==> src/rtl/commit_unit.sv <==
// In-order retirement stage: pops the completed ROB head, writes the arch RF, updates
// the retirement RAT and free list, and on a mispredicted branch flushes and replays the RAT.
module commit_unit #(
  parameter int ROB_ENTRY_SIZE = 192,
  parameter int ARCH_REGS      = 32
) (
  input  logic                      CLK,
  input  logic                      RESET,
  input  logic                      FREEZE,
  input  logic [ROB_ENTRY_SIZE-1:0] rob_data,
  input  logic                      rob_empty,
  output logic                      do_read,
  output logic                      rf_we,
  output logic [4:0]                rf_addr,
  output logic [63:0]               rf_data,
  output logic                      free_we,
  output logic [5:0]                free_preg,
  output logic                      mispredict,
  output logic [31:0]               redirect_pc,
  output logic                      rat_restore_we,
  output logic [4:0]                rat_restore_idx,
  output logic [5:0]                rat_restore_preg,
  output logic                      recovering,
  output logic [31:0]               commit_count
);

  typedef enum logic [1:0] {RUN, FLUSH, RECOVER} state_t;

  typedef struct packed {
    logic [31:0] hi;
    logic        done;
    logic        mp;
    logic        wb;
    logic [4:0]  arch;
    logic [5:0]  newp;
    logic [5:0]  oldp;
    logic [31:0] lo;
  } rob_fields_t;

  localparam logic [4:0] LAST_IDX = 5'(ARCH_REGS - 1);

  rob_fields_t e;
  state_t      state_q, state_d;
  logic [4:0]  walk_q, walk_d;
  logic [5:0]  rat_q [ARCH_REGS];
  logic        rf_q, free_q, mp_q;
  logic [31:0] cnt_q;
  logic        unused_rob_bits;

  assign e.hi   = rob_data[191:160];
  assign e.done = rob_data[153];
  assign e.mp   = rob_data[141];
  assign e.wb   = rob_data[140];
  assign e.arch = rob_data[139:135];
  assign e.newp = rob_data[133:128];
  assign e.oldp = rob_data[127:122];
  assign e.lo   = rob_data[95:64];

  assign unused_rob_bits = ^{rob_data[159:154], rob_data[152:142], rob_data[134],
                             rob_data[121:96], rob_data[63:0]};

  // Next-state and combinational outputs; FREEZE folds into every advance condition.
  always_comb begin
    state_d          = state_q;
    walk_d           = walk_q;
    do_read          = 1'b0;
    rat_restore_we   = 1'b0;
    rat_restore_idx  = '0;
    rat_restore_preg = '0;
    recovering       = (state_q != RUN);
    case (state_q)
      RUN: begin
        do_read = !FREEZE && !rob_empty && e.done;
        if (do_read && e.mp) state_d = FLUSH;
      end
      FLUSH: begin
        if (!FREEZE) begin
          state_d = RECOVER;
          walk_d  = '0;
        end
      end
      RECOVER: begin
        rat_restore_we   = !FREEZE;
        rat_restore_idx  = walk_q;
        rat_restore_preg = rat_q[walk_q];
        if (!FREEZE) begin
          walk_d = walk_q + 5'd1;
          if (walk_q == LAST_IDX) state_d = RUN;
        end
      end
      default: state_d = RUN;
    endcase
  end

  always_ff @(posedge CLK) begin
    if (RESET) begin
      state_q <= RUN;
      walk_q  <= '0;
    end else if (!FREEZE) begin
      state_q <= state_d;
      walk_q  <= walk_d;
    end
  end

  // Retirement RAT: identity after reset, written at each committing writeback.
  always_ff @(posedge CLK) begin
    if (RESET) begin
      for (int i = 0; i < ARCH_REGS; i++) rat_q[i] <= 6'(i);
    end else if (do_read && e.wb) begin
      rat_q[e.arch] <= e.newp;
    end
  end

  // Pulse registers hold while frozen so a pending strobe surfaces on the first free cycle.
  always_ff @(posedge CLK) begin
    if (RESET) begin
      rf_q        <= 1'b0;
      free_q      <= 1'b0;
      mp_q        <= 1'b0;
      rf_addr     <= '0;
      rf_data     <= '0;
      free_preg   <= '0;
      redirect_pc <= '0;
      cnt_q       <= '0;
    end else if (!FREEZE) begin
      rf_q   <= do_read && e.wb;
      free_q <= do_read && e.wb;
      mp_q   <= do_read && e.mp;
      if (do_read) begin
        cnt_q <= cnt_q + 32'd1;
        if (e.wb) begin
          rf_addr   <= e.arch;
          rf_data   <= {e.hi, e.lo};
          free_preg <= e.oldp;
        end
        if (e.mp) redirect_pc <= e.hi;
      end
    end
  end

  assign rf_we        = rf_q   && !FREEZE;
  assign free_we      = free_q && !FREEZE;
  assign mispredict   = mp_q   && !FREEZE;
  assign commit_count = cnt_q;

endmodule

==> config.mk <==
export PLATFORM = sky130hd
export DESIGN_NAME = commit_unit
export DESIGN_NICKNAME = d
export VERILOG_FILES = /design/src/rtl/commit_unit.sv
export SDC_FILE = /design/constraint.sdc
export NUM_CORES = 1
export LEC_CHECK = 0
export ABC_AREA = 1
export BUFFER_PORTS_ARGS = -buffer_cell sky130_fd_sc_hd__clkbuf_2
export CAP_MARGIN = 20
export CORE_ASPECT_RATIO = 2
export CORE_MARGIN = 3
export CORE_UTILIZATION = 40
export DETAILED_ROUTE_END_ITERATION = 7
export GPL_ROUTABILITY_DRIVEN = 0
export PLACE_DENSITY_LB_ADDON = 0.12
export SYNTH_ARGS = -nofsm -noshare
export SYNTH_HDL_FRONTEND = slang
export SYNTH_SLANG_ARGS = --single-unit
==> constraint.sdc <==
create_clock -name CLK -period 1.9 [get_ports CLK]
set_input_delay 0 -clock CLK [delete_from_list [all_inputs] [get_ports CLK]]
set_output_delay 0 -clock CLK [all_outputs]
set_load 0.02 [all_outputs]
==> results.yml, run 1 <==
run_status:
  outcome: "finished with violations"
  violations: "setup timing"
synthesis:
  synthArstFlopShare: 0
  synth-xor-area-share: 0.00289
  ys_types: 34
  synth_edf_count: 192
  synth_compound_area_frac: 0.0565
  synth_seq_area_share: 0.583
  synth_top_family_by_area: "simple AND/OR/NAND/NOR gates"
  synth_area_um2: 15100
  muxShareOfSynthArea: 0
  synth_fa_ha_area_frac: 0.00579
  syn_avg_cell_area_um2: 8.25
  ys.flop_type: "edfxtp_1"
  yosys_warnings: 0
  syn_inst: 1836
  synth-seq-cells: 345
  synth-simple-area-share: 0.298
  synth_fp_nets: 2039
sta:
  fmax_mhz: 450
  final-max-slew-violation-count: 0
  finalWorstSetupSlack_ns: -0.323
  clock_skew_ns: 0.0212
  setup_viol: 8
  period_share: 1.17
  period_needed_ns: 2.22
  rsz0062_at_grt: "yes"
  final_hold_viol_count: 0
  slew_headroom: 0.568
  tightest_slew_ns: 0.648
final_layout:
  layout_commonest_cell: "nand2_1"
  final_cells: 2681
  final_cell_mix: "421 x nand2_1, 338 x nor2_1, 235 x clkbuf_2"
  drive_above_1_share: 0.279
  diodes: 0
  final_cell_area_um2: 20600
  syn2layout_area_growth_pct: 35.9
  fillCellCount: 3351
  layout.nets: 2400
power:
  power.leakage_nw: 8.52
  pwr_density_cell_nw_per_um2: 796
  peakVddDrop_mv: 0.756
  total_power_mw: 16.4
grt:
  grt_pass1_wl_um: 76000
  grt_max_degree: 87
  track_usage: 0.241
  grt-ovfl-total: 0
  grt_antenna_before_repair: 0
  grt_pass1_vias: 13900
clock_network:
  cts_htree_levels: 1
  clock_sinks: 345
  root_buffer: "clkbuf_16"
  clk_latency_ns: 0.59
  clockBufferDepth: 3
  clkSlewWorstSetupHoldPaths_ns: 0.07
  numCtsBuffers: 31
  cts_tree: "built"
critical_path:
  critical-path-slowest-cell: "dfxtp_4"
  critPathMaxFanout: 24
  worstSetupPathType: "flop to output pin"
  ff2ff_path_depth: 12
  cp-start-kind: "flop"
  rr_startpoint: "state_q[0]"
  reg2reg_to: "rat_q[31][4]"
  path_cells: "buf_12, nand2_1, nand3_1, nand3_1, nand2_2, nand2_2, nand3_2, nand2_2, nor2_2, buf_4"
  critPathArrivalTime_ns: 2.22
  end_kind: "output pin"
  ff2ff_setup_slack_ns: 0
  cp_top_family: "simple AND/OR/NAND/NOR gates"
  cp_num_buf_inv: 2
  worstPathRequired_ns: 1.90
  critPathMostFrequentCell: "nand2_2"
  cpPeakStageDelay_ns: 0.46
route:
  viasPerCell: 5.09
  first_iter_violations: 638
  antenna_left: 0
  wl_per_cell_um: 18.4
  drtPass1Iterations: 5
  drt-total-wl_um: 49500
  drcViolationCount: 0
  vias: 13600
placed_design:
  place_inst: 2525
  place_area_um2: 17400
  numPortBuffers: 243
  dp_hpwl_um: 33600
min_path:
  hold_depth: 5
  min_from: "rob_data[153]"
  hp-class: "primary input to flop"
  whs_endpoint: "state_q[1]"
floorplan:
  start_util: 0.406
  die_h_um: 281
  row_count: 100
  die_area_um2: 40400
  coreArea_um2: 37300
  dieWidth_um: 144
  ios: 352
run:
  maxCapViolations: 0
==> state kept, by name, indices dropped and copies added, names as in the netlist, named ones only <==
name and cells:
commit_count 32, free_preg 6, mp_q 1, rat_q 192, redirect_pc 32, rf_addr 5, rf_data 64, rf_q 1
state_q 2, walk_q 5
==> power breakdown <==
part	switching (mW)	internal, mW	total [mW]
clock network	2.90	3.92	6.82
registers	0.0856	8.02	8.11
logic	0.925	0.520	1.44
==> metal layers <==
layer | track usage | vias to the layer above | wire length, um
met5 | 0 | - | 0
met4 | 0.116 | 0 | 2550
met3 | 0.0392 | 127 | 2550
met2 | 0.465 | 450 | 27100
met1 | 0.246 | 6377 | 17200
li1 | - | 6679 | -
==> through the flow <==
stage	setup slack [ns]	utilization	hold WS (ns)	setup TNS (ns)
3_3_place_gp	-0.0537	0.466	0.223	-1.46
6_report	-0.323	0.552	0.0403	-1.78
4_1_cts	-0.344	0.534	0.0118	-1.99
2_1_floorplan	-0.0458	-	0.0798	-0.690
5_1_grt	-0.432	0.552	0.0298	-5.22
3_5_place_dp	-0.122	0.466	0.229	-9.11
==> logic make-up after synthesis <==
family | Yosys count
buffers and inverters | 213
flip-flops | 345
adder cells (fa/ha/maj) | 7
XOR/XNOR | 5
AND/OR/NAND/NOR | 1098
AO/OA/AOI/OAI | 168
==> layout make-up <==
| cell class | instances | area (um^2) | share of cell area |
|---|---|---|---|
| sequential | 345 | 8830 | 0.430 |
| multi-input combinational | 1278 | 6370 | 0.310 |
| timing repair buffer | 432 | 3240 | 0.157 |
| clock buffer | 35 | 855 | 0.0416 |
| tap | 459 | 574 | 0.0279 |
| inverter | 109 | 447 | 0.0217 |
| clock inverter | 23 | 250 | 0.0122 |
==> worst max-delay path by stage <==
stage / to / cells after the start / from
CTS: rat_restore_preg[1] / 12 / flop
finish: rat_restore_preg[2] / 10 / flop
global route: rat_restore_preg[4] / 11 / flop
detailed placement: rat_q[12][4] / 8 / state_q[0]
global placement: rat_q[6][4] / 10 / state_q[0]
floorplan: rat_q[10][0] / 10 / state_q[0]
==> synthesized netlist by cell type (2+ instances only) <==
cell | instances | area (um^2)
nand2_1 | 499 | 1870
nor2_1 | 374 | 1400
edfxtp_1 | 192 | 5770
nand3_1 | 185 | 926
dfxtp_1 | 153 | 3060
o21ai_0 | 99 | 495
inv_1 | 97 | 364
clkbuf_1 | 84 | 315
a21oi_1 | 62 | 310
buf_2 | 11 | 55.1
nand4_1 | 11 | 68.8
inv_2 | 10 | 37.5
buf_1 | 8 | 30.0
ha_1 | 7 | 87.6
nor3_1 | 7 | 35.0
nand2_2 | 5 | 31.3
nor2_2 | 4 | 25.0
a211oi_1 | 3 | 22.5
nor2_4 | 3 | 33.8
nor3b_1 | 3 | 22.5
xor2_1 | 3 | 26.3
clkinv_1 | 2 | 7.51
nor4_1 | 2 | 12.5
xnor2_1 | 2 | 17.5
==> worst min-delay path: stages <==
cell and delay (ns):
clkbuf_2 0.15, nand3_1 0.11, nand2_1 0.06, o211ai_1 0.16, a21oi_1 0.09
==> what timing repair did <==
item / CTS / global route
resized for setup: 103 / 201
gates cloned: 6 / 2
pin swaps: 17 / 49
setup endpoints to repair: 208 / 316
endpoints found under the hold margin: 157 / 0
buffers inserted: 13 / 2
hold buffers: 80 / 0
Power figures use the tool's default switching activity.
==> run 2, diff against run 1 <==
--- a/config.mk
+++ b/config.mk
@@ -14,6 +14,8 @@
 export DETAILED_ROUTE_END_ITERATION = 7
 export GPL_ROUTABILITY_DRIVEN = 0
 export PLACE_DENSITY_LB_ADDON = 0.12
+export RECOVER_POWER = 25
+export SLEW_MARGIN = 20
 export SYNTH_ARGS = -nofsm -noshare
 export SYNTH_HDL_FRONTEND = slang
 export SYNTH_SLANG_ARGS = --single-unit
==> results.yml, run 2 (same netlist as run 1, synthesis figures left out) <==
route:
  viasPerCell: 5.09
  drtPass1Iterations: 5
  first_iter_violations: 606
  drt-total-wl_um: 49300
  drcViolationCount: 0
  antenna_left: 0
  wl_per_cell_um: 18.4
  vias: 13600
final_layout:
  diodes: 0
  layout.nets: 2400
  fin_util: 0.546
  drive_above_1_share: 0.216
  syn2layout_area_growth_pct: 34.5
  final_cell_mix: "421 x nand2_1, 340 x nor2_1, 192 x edfxtp_1"
  layout_commonest_cell: "nand2_1"
  fillCellCount: 3438
  largest-register: "rat_q"
  largest_reg_flops: 192
  largestRegisters: "rat_q (192), rf_data (64)"
floorplan:
  die_h_um: 281
  start_util: 0.406
  ios: 352
  coreArea_um2: 37300
  row_count: 100
  die_area_um2: 40400
  dieWidth_um: 144
sta:
  hold_slack_ns: -0.00802
  period_share: 1.17
  period_needed_ns: 2.22
  tightest_slew_ns: 0.638
  fmax_mhz: 450
  slew_headroom: 0.575
  final_hold_viol_count: 1
  rsz0062_at_grt: "yes"
  setup_viol: 393
  final-max-slew-violation-count: 0
  clock_skew_ns: 0.0191
  finalWorstSetupSlack_ns: -0.322
clock_network:
  cts_htree_levels: 1
  clock_sinks: 345
  cts_tree: "built"
  clk_latency_ns: 0.59
  clockBufferDepth: 3
  numCtsBuffers: 31
  root_buffer: "clkbuf_16"
  clkSlewWorstSetupHoldPaths_ns: 0.07
power:
  total_power_mw: 16.3
  pwr_density_cell_nw_per_um2: 802
  power.leakage_nw: 8.02
  peakVddDrop_mv: 0.803
placed_design:
  numPortBuffers: 243
  dp_hpwl_um: 33600
grt:
  grt_pass1_wl_um: 76000
  grt-ovfl-total: 0
  grt_pass1_vias: 13900
  grt_max_degree: 87
  track_usage: 0.241
  grt_antenna_before_repair: 0
run_status:
  outcome: "finished with violations"
  violations: "hold timing, setup timing"
critical_path:
  critical-path-slowest-cell: "dfxtp_4"
  worstPathRequired_ns: 1.90
  cp-start-kind: "flop"
  critPathMaxFanout: 24
  worstSetupPathType: "flop to output pin"
  path_cells: "buf_12, nand2_1, nand3_1, nand3_2, nand2_4, nand2_2, nand3_2, nand2_1, nor2_2, clkbuf_8"
  cpPeakStageDelay_ns: 0.46
  ff2ff_setup_slack_ns: -0.29
  end_kind: "output pin"
  critPathArrivalTime_ns: 2.22
min_path:
  hp-class: "primary input to flop"
run:
  maxCapViolations: 0
-- run 2: area by class of cell --
type / count / area [um^2] / area share
Timing Repair Buffer: 432 / 3050 / 0.150
Tap cell: 459 / 574 / 0.0282
Clock inverter: 23 / 250 / 0.0123
Multi-Input combinational cell: 1278 / 6350 / 0.312
Inverter: 109 / 447 / 0.0219
Clock buffer: 35 / 855 / 0.0420
Sequential cell: 345 / 8830 / 0.434
-- run 2: repair_timing --
item | in CTS | in global routing
pin swaps | 17 | 49
gates resized for setup | 103 | 201
gates cloned | 6 | 2
hold buffers | 80 | 0
endpoints found under the hold margin | 157 | 0
endpoints found under the setup margin | 208 | 316
setup buffers | 13 | 2
-- run 2: critical path: cells and delay by family (launching register included) --
kind	cells	cell delay, ns
flops	1	0.46
simple gates	8	0.80
buf+inv	2	0.36
-- run 2: final timing paths --
path                                            end             from  cells after the start
worst max register to register         rat_q[31][3]       state_q[0]                     12
worst min-delay path                commit_count[1]    rob_data[153]                      5
worst max-delay path            rat_restore_preg[4]             flop                     10
worst min register to register      redirect_pc[12]  redirect_pc[12]                      2
-- run 2: where the power goes --
part / leakage, nW / total [mW] / internal [mW] / switching (mW)
registers: 2.94 / 8.11 / 8.02 / 0.0847
clock network: 0.542 / 6.81 / 3.92 / 2.89
logic: 4.54 / 1.41 / 0.496 / 0.918
total: 8.02 / 16.3 / 12.4 / 3.90
-- run 2: stage by stage --
stage,std cells,setup WS [ns],TNS (ns),area [um^2]
floorplan,1836,-0.0458,-0.690,15200
global placement,2525,-0.0537,-1.46,17400
detailed placement,2525,-0.122,-9.11,17400
CTS,2682,-0.344,-1.99,19900
global route,2681,-0.432,-110.56,20400
finish,2681,-0.322,-62.08,20400
-- run 2: per-layer routing --
| metal | part of all wire | vias to the layer above | GRT usage |
|---|---|---|---|
| met3 | 0.052 | 123 | 0.0392 |
| met2 | 0.55 | 446 | 0.465 |
| met1 | 0.35 | 6394 | 0.246 |
| met4 | 0.052 | 0 | 0.116 |
| met5 | 0 | - | 0 |
| li1 | - | 6677 | - |
